`src/rtl/uart_lite_pkg.sv`:
```
// Register map, status bit positions and engine states for the UART-lite echo engine.
package uart_lite_pkg;

  localparam logic [31:0] RX_OFS   = 32'h0000_0000;
  localparam logic [31:0] TX_OFS   = 32'h0000_0004;
  localparam logic [31:0] STAT_OFS = 32'h0000_0008;

  localparam int STAT_RX_VALID = 0;
  localparam int STAT_TX_FULL  = 3;

  localparam logic [1:0] AXI_RESP_OKAY = 2'b00;

  typedef enum logic [2:0] {
    S_IDLE,
    S_STAT,
    S_DECIDE,
    S_RX,
    S_TX,
    S_GAP
  } echo_state_e;

endpackage

```
`src/rtl/uart_byte_fifo.sv`:
```
// Synchronous byte FIFO with a read-first head; push and pop may coincide when not empty.
module uart_byte_fifo #(
  parameter int DEPTH = 16
) (
  input  logic                     clk,
  input  logic                     rst_n,
  input  logic                     push_i,
  input  logic [7:0]               data_i,
  input  logic                     pop_i,
  output logic [7:0]               head_o,
  output logic                     full_o,
  output logic                     empty_o,
  output logic [$clog2(DEPTH):0]   level_o
);
  localparam int AW = $clog2(DEPTH);
  localparam logic [AW:0] FULL_LEVEL = (AW+1)'(DEPTH);

  logic [7:0]    mem_q [DEPTH];
  logic [AW-1:0] wr_ptr_q, rd_ptr_q;
  logic [AW:0]   level_q;
  logic          do_push, do_pop;

  assign full_o  = (level_q == FULL_LEVEL);
  assign empty_o = (level_q == '0);
  assign level_o = level_q;
  assign head_o  = mem_q[rd_ptr_q];

  // A pop frees the slot a simultaneous push needs, so full+push+pop is legal.
  assign do_pop  = pop_i && !empty_o;
  assign do_push = push_i && (!full_o || do_pop);

  always_ff @(posedge clk) begin
    if (do_push) begin
      mem_q[wr_ptr_q] <= data_i;
    end
  end

  always_ff @(posedge clk) begin
    if (!rst_n) begin
      wr_ptr_q <= '0;
      rd_ptr_q <= '0;
      level_q  <= '0;
    end else begin
      if (do_push) wr_ptr_q <= wr_ptr_q + 1'b1;
      if (do_pop)  rd_ptr_q <= rd_ptr_q + 1'b1;
      case ({do_push, do_pop})
        2'b10:   level_q <= level_q + 1'b1;
        2'b01:   level_q <= level_q - 1'b1;
        default: level_q <= level_q;
      endcase
    end
  end

endmodule

```
`src/rtl/axi_uart_echo_engine.sv`:
```
// AXI4-lite master polling a UART-lite slave: drains RX into a FIFO and writes
// each byte plus INCR back to TX whenever the transmitter has room.
module axi_uart_echo_engine
  import uart_lite_pkg::*;
#(
  parameter logic [31:0] BASE_ADDR  = 32'h0000_0000,
  parameter logic [7:0]  INCR       = 8'd1,
  parameter int          FIFO_DEPTH = 16,
  parameter int          POLL_GAP   = 4
) (
  input  logic                          clk,
  input  logic                          rst_n,
  input  logic                          enable,
  output logic                          awvalid,
  input  logic                          awready,
  output logic [31:0]                   awaddr,
  output logic [2:0]                    awprot,
  output logic                          wvalid,
  input  logic                          wready,
  output logic [31:0]                   wdata,
  output logic [3:0]                    wstrb,
  input  logic                          bvalid,
  output logic                          bready,
  input  logic [1:0]                    bresp,
  output logic                          arvalid,
  input  logic                          arready,
  output logic [31:0]                   araddr,
  output logic [2:0]                    arprot,
  input  logic                          rvalid,
  output logic                          rready,
  input  logic [31:0]                   rdata,
  input  logic [1:0]                    rresp,
  output logic [15:0]                   rx_cnt,
  output logic [15:0]                   tx_cnt,
  output logic                          err,
  output logic [$clog2(FIFO_DEPTH):0]   fifo_level
);
  echo_state_e state_q, state_d;
  logic        ar_done_q, aw_done_q, w_done_q;
  logic        stat_rx_q, stat_txf_q;
  logic [15:0] gap_q, rx_cnt_q, tx_cnt_q;
  logic        err_q;
  logic        fifo_push, fifo_pop, fifo_full, fifo_empty;
  logic [7:0]  fifo_head;
  logic        r_hs, b_hs, rd_state;
  logic        unused_rdata;

  assign rd_state     = (state_q == S_STAT) || (state_q == S_RX);
  assign r_hs         = rvalid && rready;
  assign b_hs         = bvalid && bready;
  assign fifo_push    = (state_q == S_RX) && r_hs && (rresp == AXI_RESP_OKAY);
  assign fifo_pop     = (state_q == S_TX) && b_hs;
  assign unused_rdata = ^rdata[31:8];

  assign rx_cnt = rx_cnt_q;
  assign tx_cnt = tx_cnt_q;
  assign err    = err_q;

  uart_byte_fifo #(.DEPTH(FIFO_DEPTH)) u_fifo (
    .clk     (clk),
    .rst_n   (rst_n),
    .push_i  (fifo_push),
    .data_i  (rdata[7:0]),
    .pop_i   (fifo_pop),
    .head_o  (fifo_head),
    .full_o  (fifo_full),
    .empty_o (fifo_empty),
    .level_o (fifo_level)
  );

  always_ff @(posedge clk) begin
    if (!rst_n) state_q <= S_IDLE;
    else        state_q <= state_d;
  end

  always_comb begin
    state_d = state_q;
    case (state_q)
      S_IDLE:   if (enable) state_d = S_STAT;
      S_STAT:   if (r_hs) state_d = S_DECIDE;
      // RX wins; a full FIFO falls through to TX so it can never overrun.
      S_DECIDE: begin
        if (stat_rx_q && !fifo_full)        state_d = S_RX;
        else if (!fifo_empty && !stat_txf_q) state_d = S_TX;
        else if (POLL_GAP == 0)              state_d = S_IDLE;
        else                                 state_d = S_GAP;
      end
      S_RX:     if (r_hs) state_d = S_IDLE;
      S_TX:     if (b_hs) state_d = S_IDLE;
      S_GAP:    if (gap_q == 16'(POLL_GAP - 1)) state_d = S_IDLE;
      default:  state_d = S_IDLE;
    endcase
  end

  always_comb begin
    arvalid = 1'b0;
    rready  = 1'b0;
    araddr  = '0;
    arprot  = 3'b000;
    awvalid = 1'b0;
    wvalid  = 1'b0;
    bready  = 1'b0;
    awaddr  = '0;
    awprot  = 3'b000;
    wdata   = '0;
    wstrb   = 4'b0000;
    if (rd_state) begin
      arvalid = !ar_done_q;
      rready  = 1'b1;
      araddr  = BASE_ADDR + ((state_q == S_STAT) ? STAT_OFS : RX_OFS);
    end
    if (state_q == S_TX) begin
      awvalid = !aw_done_q;
      wvalid  = !w_done_q;
      bready  = aw_done_q && w_done_q;
      awaddr  = BASE_ADDR + TX_OFS;
      wdata   = {24'd0, fifo_head + INCR};
      wstrb   = 4'b0001;
    end
  end

  always_ff @(posedge clk) begin
    if (!rst_n) begin
      ar_done_q  <= 1'b0;
      aw_done_q  <= 1'b0;
      w_done_q   <= 1'b0;
      stat_rx_q  <= 1'b0;
      stat_txf_q <= 1'b0;
      gap_q      <= '0;
      rx_cnt_q   <= '0;
      tx_cnt_q   <= '0;
      err_q      <= 1'b0;
    end else begin
      if (arvalid && arready) ar_done_q <= 1'b1;
      if (r_hs)               ar_done_q <= 1'b0;
      if (awvalid && awready) aw_done_q <= 1'b1;
      if (wvalid && wready)   w_done_q  <= 1'b1;
      if (b_hs) begin
        aw_done_q <= 1'b0;
        w_done_q  <= 1'b0;
      end
      if ((state_q == S_STAT) && r_hs) begin
        stat_rx_q  <= rdata[STAT_RX_VALID];
        stat_txf_q <= rdata[STAT_TX_FULL];
      end
      gap_q <= (state_q == S_GAP) ? gap_q + 16'd1 : 16'd0;
      if (fifo_push) rx_cnt_q <= rx_cnt_q + 16'd1;
      if (fifo_pop && (bresp == AXI_RESP_OKAY)) tx_cnt_q <= tx_cnt_q + 16'd1;
      if ((r_hs && (rresp != AXI_RESP_OKAY)) || (b_hs && (bresp != AXI_RESP_OKAY))) err_q <= 1'b1;
    end
  end

endmodule

```
`config.mk`:
```
export PLATFORM = sky130hd
export DESIGN_NAME = axi_uart_echo_engine
export DESIGN_NICKNAME = d
export VERILOG_FILES = /design/src/rtl/uart_lite_pkg.sv /design/src/rtl/uart_byte_fifo.sv /design/src/rtl/axi_uart_echo_engine.sv
export SDC_FILE = /design/constraint.sdc
export NUM_CORES = 1
export LEC_CHECK = 0
export ABC_CLOCK_PERIOD_IN_PS = 3600
export CAP_MARGIN = 10
export CORE_MARGIN = 3
export CORE_UTILIZATION = 40
export CTS_CLUSTER_DIAMETER = 150
export CTS_CLUSTER_SIZE = 24
export DETAILED_ROUTE_END_ITERATION = 8
export PLACE_DENSITY_LB_ADDON = 0.25
export SYNTH_ARGS = -nofsm -noshare
export SYNTH_HDL_FRONTEND = slang
export SYNTH_SLANG_ARGS = --single-unit
```
`constraint.sdc`:
```
create_clock -name clk -period 3.6 [get_ports clk]
set_input_delay 0.72 -clock clk [delete_from_list [all_inputs] [get_ports clk]]
set_output_delay 0.72 -clock clk [all_outputs]
set_load 0.05 [all_outputs]
```
==> results_tabular.tex <==
\begin{tabular}{lr}
\hline
Metric & Value \\
\hline
\multicolumn{2}{l}{\textbf{Timing}} \\
\quad Worst slew slack as a fraction of its limit & 54.62\% \\
\quad Worst hold margin & 449.2 ps \\
\quad Final setup fails & 0 \\
\quad Worst-margin pin slew & 678.6 ps \\
\quad Final critical-path share of the clock period & 97.32\% \\
\quad RSZ-0062 raised after global routing & false \\
\quad Clock skew & 13.78 ps \\
\quad Crit path time final & 3503 ps \\
\quad Max Freq & 0.2854 GHz \\
\quad Setup Total Neg Slack & 0 ps \\
\quad Count of endpoints failing hold in the final timing report & 0 \\
\quad Final count of pins violating max slew & 0 \\
\multicolumn{2}{l}{\textbf{Pwr}} \\
\quad PnR Total Power & 0.004455 W \\
\quad VDD IR-drop max & 0.0003344 V \\
\quad Total power divided by cell area & 418.8 nW/um\^{}2 \\
\quad LEAKAGE & 3.676 nW \\
\multicolumn{2}{l}{\textbf{Drt}} \\
\quad Detail Route Antenna Nets & 0 \\
\quad Detailed-routing iteration count for the pre-antenna-repair pass & 4 \\
\quad Total length of routed wires & 18070 um \\
\quad Wire length per cell & 16.28 um \\
\quad Iteration-0 DRC Markers & 280 \\
\quad Vias per inst & 4.814 \\
\quad Detailed-route DRC error count & 0 \\
\quad Vias after detailed routing & 5344 \\
\multicolumn{2}{l}{\textbf{Placed design}} \\
\quad HPWL reported at the end of detailed placement & 12000 um \\
\quad Final weighted congestion of routability-driven global placement & 0.7552 \\
\quad Placed Instances & 1087 \\
\quad IO Port Bufs & 73 \\
\multicolumn{2}{l}{\textbf{Die}} \\
\quad Initial core utilization & 40.88\% \\
\quad Count of pins on the block boundary & 193 \\
\quad Vertical die dimension & 158.3 um \\
\quad Core outline area & 22710 um\^{}2 \\
\quad Die Area & 25070 um\^{}2 \\
\quad Num rows & 55 \\
\quad Die width & 158.3 um \\
\multicolumn{2}{l}{\textbf{Critical path}} \\
\quad Endpoint required time on the critical path & 2880 ps \\
\quad Worst path arrival time & 2780 ps \\
\quad Maximum fanout along the worst path & 8 \\
\quad Critical path start-end classification & register to output port \\
\quad Crit start category & register \\
\quad Type of element capturing the critical path & output port \\
\multicolumn{2}{l}{\textbf{Synthesis}} \\
\quad Sequential area share after synthesis & 57.37\% \\
\quad Post-synth top area share & 41.41\% \\
\quad Post-synthesis sequential element count & 202 \\
\quad Share of synthesized cell area in and, or, nand and nor gates & 12.85\% \\
\quad Cell area after technology mapping & 9283 um\^{}2 \\
\quad Area share of xor/xnor cells in the synthesized design & 4.152\% \\
\quad Async set or reset register ratio after synthesis & 0\% \\
\quad Synth Instances & 731 \\
\quad Dominant cell type by area after synthesis & edfxtp\_1 \\
\quad Most used DFF post-synth & edfxtp\_1 \\
\quad Largest family of logic cells by synthesized area & simple AND/OR/NAND/NOR gates \\
\quad Synthesis warning total & 0 \\
\quad Area fraction in compound gates after synthesis & 5.257\% \\
\quad Mean instance size in the synthesized netlist & 12.70 um\^{}2 \\
\quad Number of synthesized flops with an enable pin & 128 \\
\quad Post-synthesis cell type count & 56 \\
\quad Post-Synth Adder-Cell Area & 1.833\% \\
\quad Share of cell area taken by muxes after synthesis & 8.573\% \\
\quad Area contributors post-synth & edfxtp\_1 41\%, dfxtp\_1 16\%, mux4\_2 8.2\% \\
\multicolumn{2}{l}{\textbf{Job}} \\
\quad Maximum capacitance violations & 0 \\
\multicolumn{2}{l}{\textbf{Layout}} \\
\quad Share of cells above drive strength 1 & 13.33\% \\
\quad Count of antenna diodes in the layout & 0 \\
\quad Layout Cells excl Fill & 1110 \\
\quad Net count of the finished layout & 877 \\
\quad Area overhead of the layout relative to synthesis & 14.58\% \\
\multicolumn{2}{l}{\textbf{Global routing}} \\
\quad Antenna violations before repair & 1 \\
\quad Total routing usage reported by global routing & 14.64\% \\
\quad GR Util met3 & 2.609\% \\
\quad Maximum number of pins on one net before global-route repair & 55 \\
\quad Wire length of the first global-routing pass & 28760 um \\
\quad GRT busiest layer & met2 \\
\quad Leftover overflow at the end of global routing & 0 \\
\quad Global routing met2 resource utilization & 23.43\% \\
\quad Met1 global-route usage & 21.27\% \\
\quad Vias in the first global route & 5200 \\
\multicolumn{2}{l}{\textbf{Clocking}} \\
\quad CTS tree & done \\
\quad Max Root-Sink Buffers & 3 \\
\quad Clock-pin slew of the registers on the worst-case setup and hold paths & 100 ps \\
\quad Cell at the root of the clock tree & clkbuf\_16 \\
\quad Number of clock buffers inserted by TritonCTS & 12 \\
\quad Clock latency on the worst-skew pair & 470 ps \\
\quad CTS HTree Levels & 1 \\
\quad Sink Count & 202 \\
\multicolumn{2}{l}{\textbf{Run status}} \\
\quad Run status & complete, no violations \\
\multicolumn{2}{l}{\textbf{Hold path}} \\
\quad Worst Hold Class & register to register \\
\hline
\end{tabular}
==> critical path, cell delays in order, from the launching register on <==
cell and delay (ps):
dfxtp_4 430, buf_12 160, mux4_2 520, mux4_2 530, or3_1 340, a21oi_2 180
buf_12 160
==> worst paths after layout <==
path	start	endpoint	slack, ps	cells after the start
setup reg to reg	state_q[2]$_SDFFE_PN0P_	u_fifo.level_o[4]$_SDFFE_PN0P_	700	11
setup / recovery	register	wdata[6]	100	6
hold / removal	gap_q[0]$_SDFF_PN0_	gap_q[0]$_SDFF_PN0_	450	1
hold reg to reg	gap_q[0]$_SDFF_PN0_	gap_q[0]$_SDFF_PN0_	450	1
==> cell type report <==
| cell class | instances | area, um^2 |
|---|---|---|
| Multi-Input combinational cell | 486 | 3435 |
| Clock inverter | 1 | 16.27 |
| Sequential cell | 202 | 5330 |
| Tap cell | 285 | 356.6 |
| Timing Repair Buffer | 102 | 1094 |
| Clock buffer | 18 | 344.1 |
| Fill cell | 2086 | 12070 |
| Inverter | 16 | 61.31 |
==> metrics by stage <==
stage | util [%] | cell area (um^2) | setup WS [ps]
3_5_place_dp | 44.72 | 10160 | 375.8
6_report | 46.84 | 10640 | 96.61
3_3_place_gp | 44.72 | 10160 | 420.0
5_1_grt | 46.84 | 10640 | 11.08
4_1_cts | 46.52 | 10560 | -13.42
2_1_floorplan | - | 9635 | 159.7
==> sequential cells by signal (all words and copies together), names as in the netlist, 3 cells and up, named ones only <==
| name | count |
|---|---|
| u_fifo.mem_q | 128 |
| u_fifo.wr_ptr_q | 4 |
| state_q | 3 |
| tx_cnt | 16 |
| rx_cnt | 16 |
| u_fifo.rd_ptr_q | 4 |
| u_fifo.level_o | 5 |
| gap_q | 16 |
==> placed cells by master (no fill, tap or decap), types with 5 or more instances in the layout <==
master / n
a21boi_0: 6
a21boi_1: 7
a21oi_1: 11
a22oi_1: 7
a22oi_2: 5
and2_1: 36
and3_1: 10
buf_12: 10
buf_4: 25
clkbuf_1: 5
clkbuf_16: 14
clkdlybuf4s50_1: 64
conb_1: 95
dfxtp_1: 72
edfxtp_1: 128
ha_1: 12
inv_1: 15
mux4_2: 34
nand2_1: 47
nand3_1: 14
nand4_1: 13
nor2_1: 45
nor2b_1: 12
nor3_1: 6
o21ai_0: 20
or3_1: 15
xnor2_1: 29
xor2_1: 15
==> synth_stat cells, types with 10 or more instances <==
cell type and number:
edfxtp_1 128, buf_4 97, dfxtp_1 74, nand2_1 51, nor2_1 45, and2_1 36, mux4_2 34, xnor2_1 29
o21ai_0 20, inv_1 15, or3_1 15, xor2_1 15, a21oi_1 14, nand3_1 14, clkbuf_1 13, nand4_1 13
a22oi_1 12, ha_1 12, nor2b_1 12, and3_1 10
==> power breakdown <==
part / switching [W] / internal [W] / leakage (nW)
Combinational: 0.000412 / 0.000117 / 1.75
Clock: 0.000756 / 0.000680 / 0.173
Sequential: 0.0000212 / 0.00247 / 1.75
==> per-layer routing <==
layer | share of wire [%] | vias to the layer above
met5 | 0 | -
met4 | 1.3 | 0
met3 | 6.6 | 17
met2 | 46 | 161
met1 | 46 | 2566
li1 | - | 2600
==> timing repair <==
item / 4_1_cts / 5_1_grt
pin swaps: 0 / 2
cloned: 1 / 1
hold buffers: 0 / 0
setup endpoints to repair: 6 / 8
buffers inserted: 0 / 2
gates resized for setup: 5 / 11
hold endpoints to repair: 0 / 0
==> logic make-up after synthesis <==
family	after synthesis
AOI/OAI and AO/OA	73
xor gates and xnor gates	44
adders and majority gates	13
buffers and inverters	137
DFF	202
muxes	37
other	1
and+or+nand+nor	224
(Power assumes the default switching activity.)
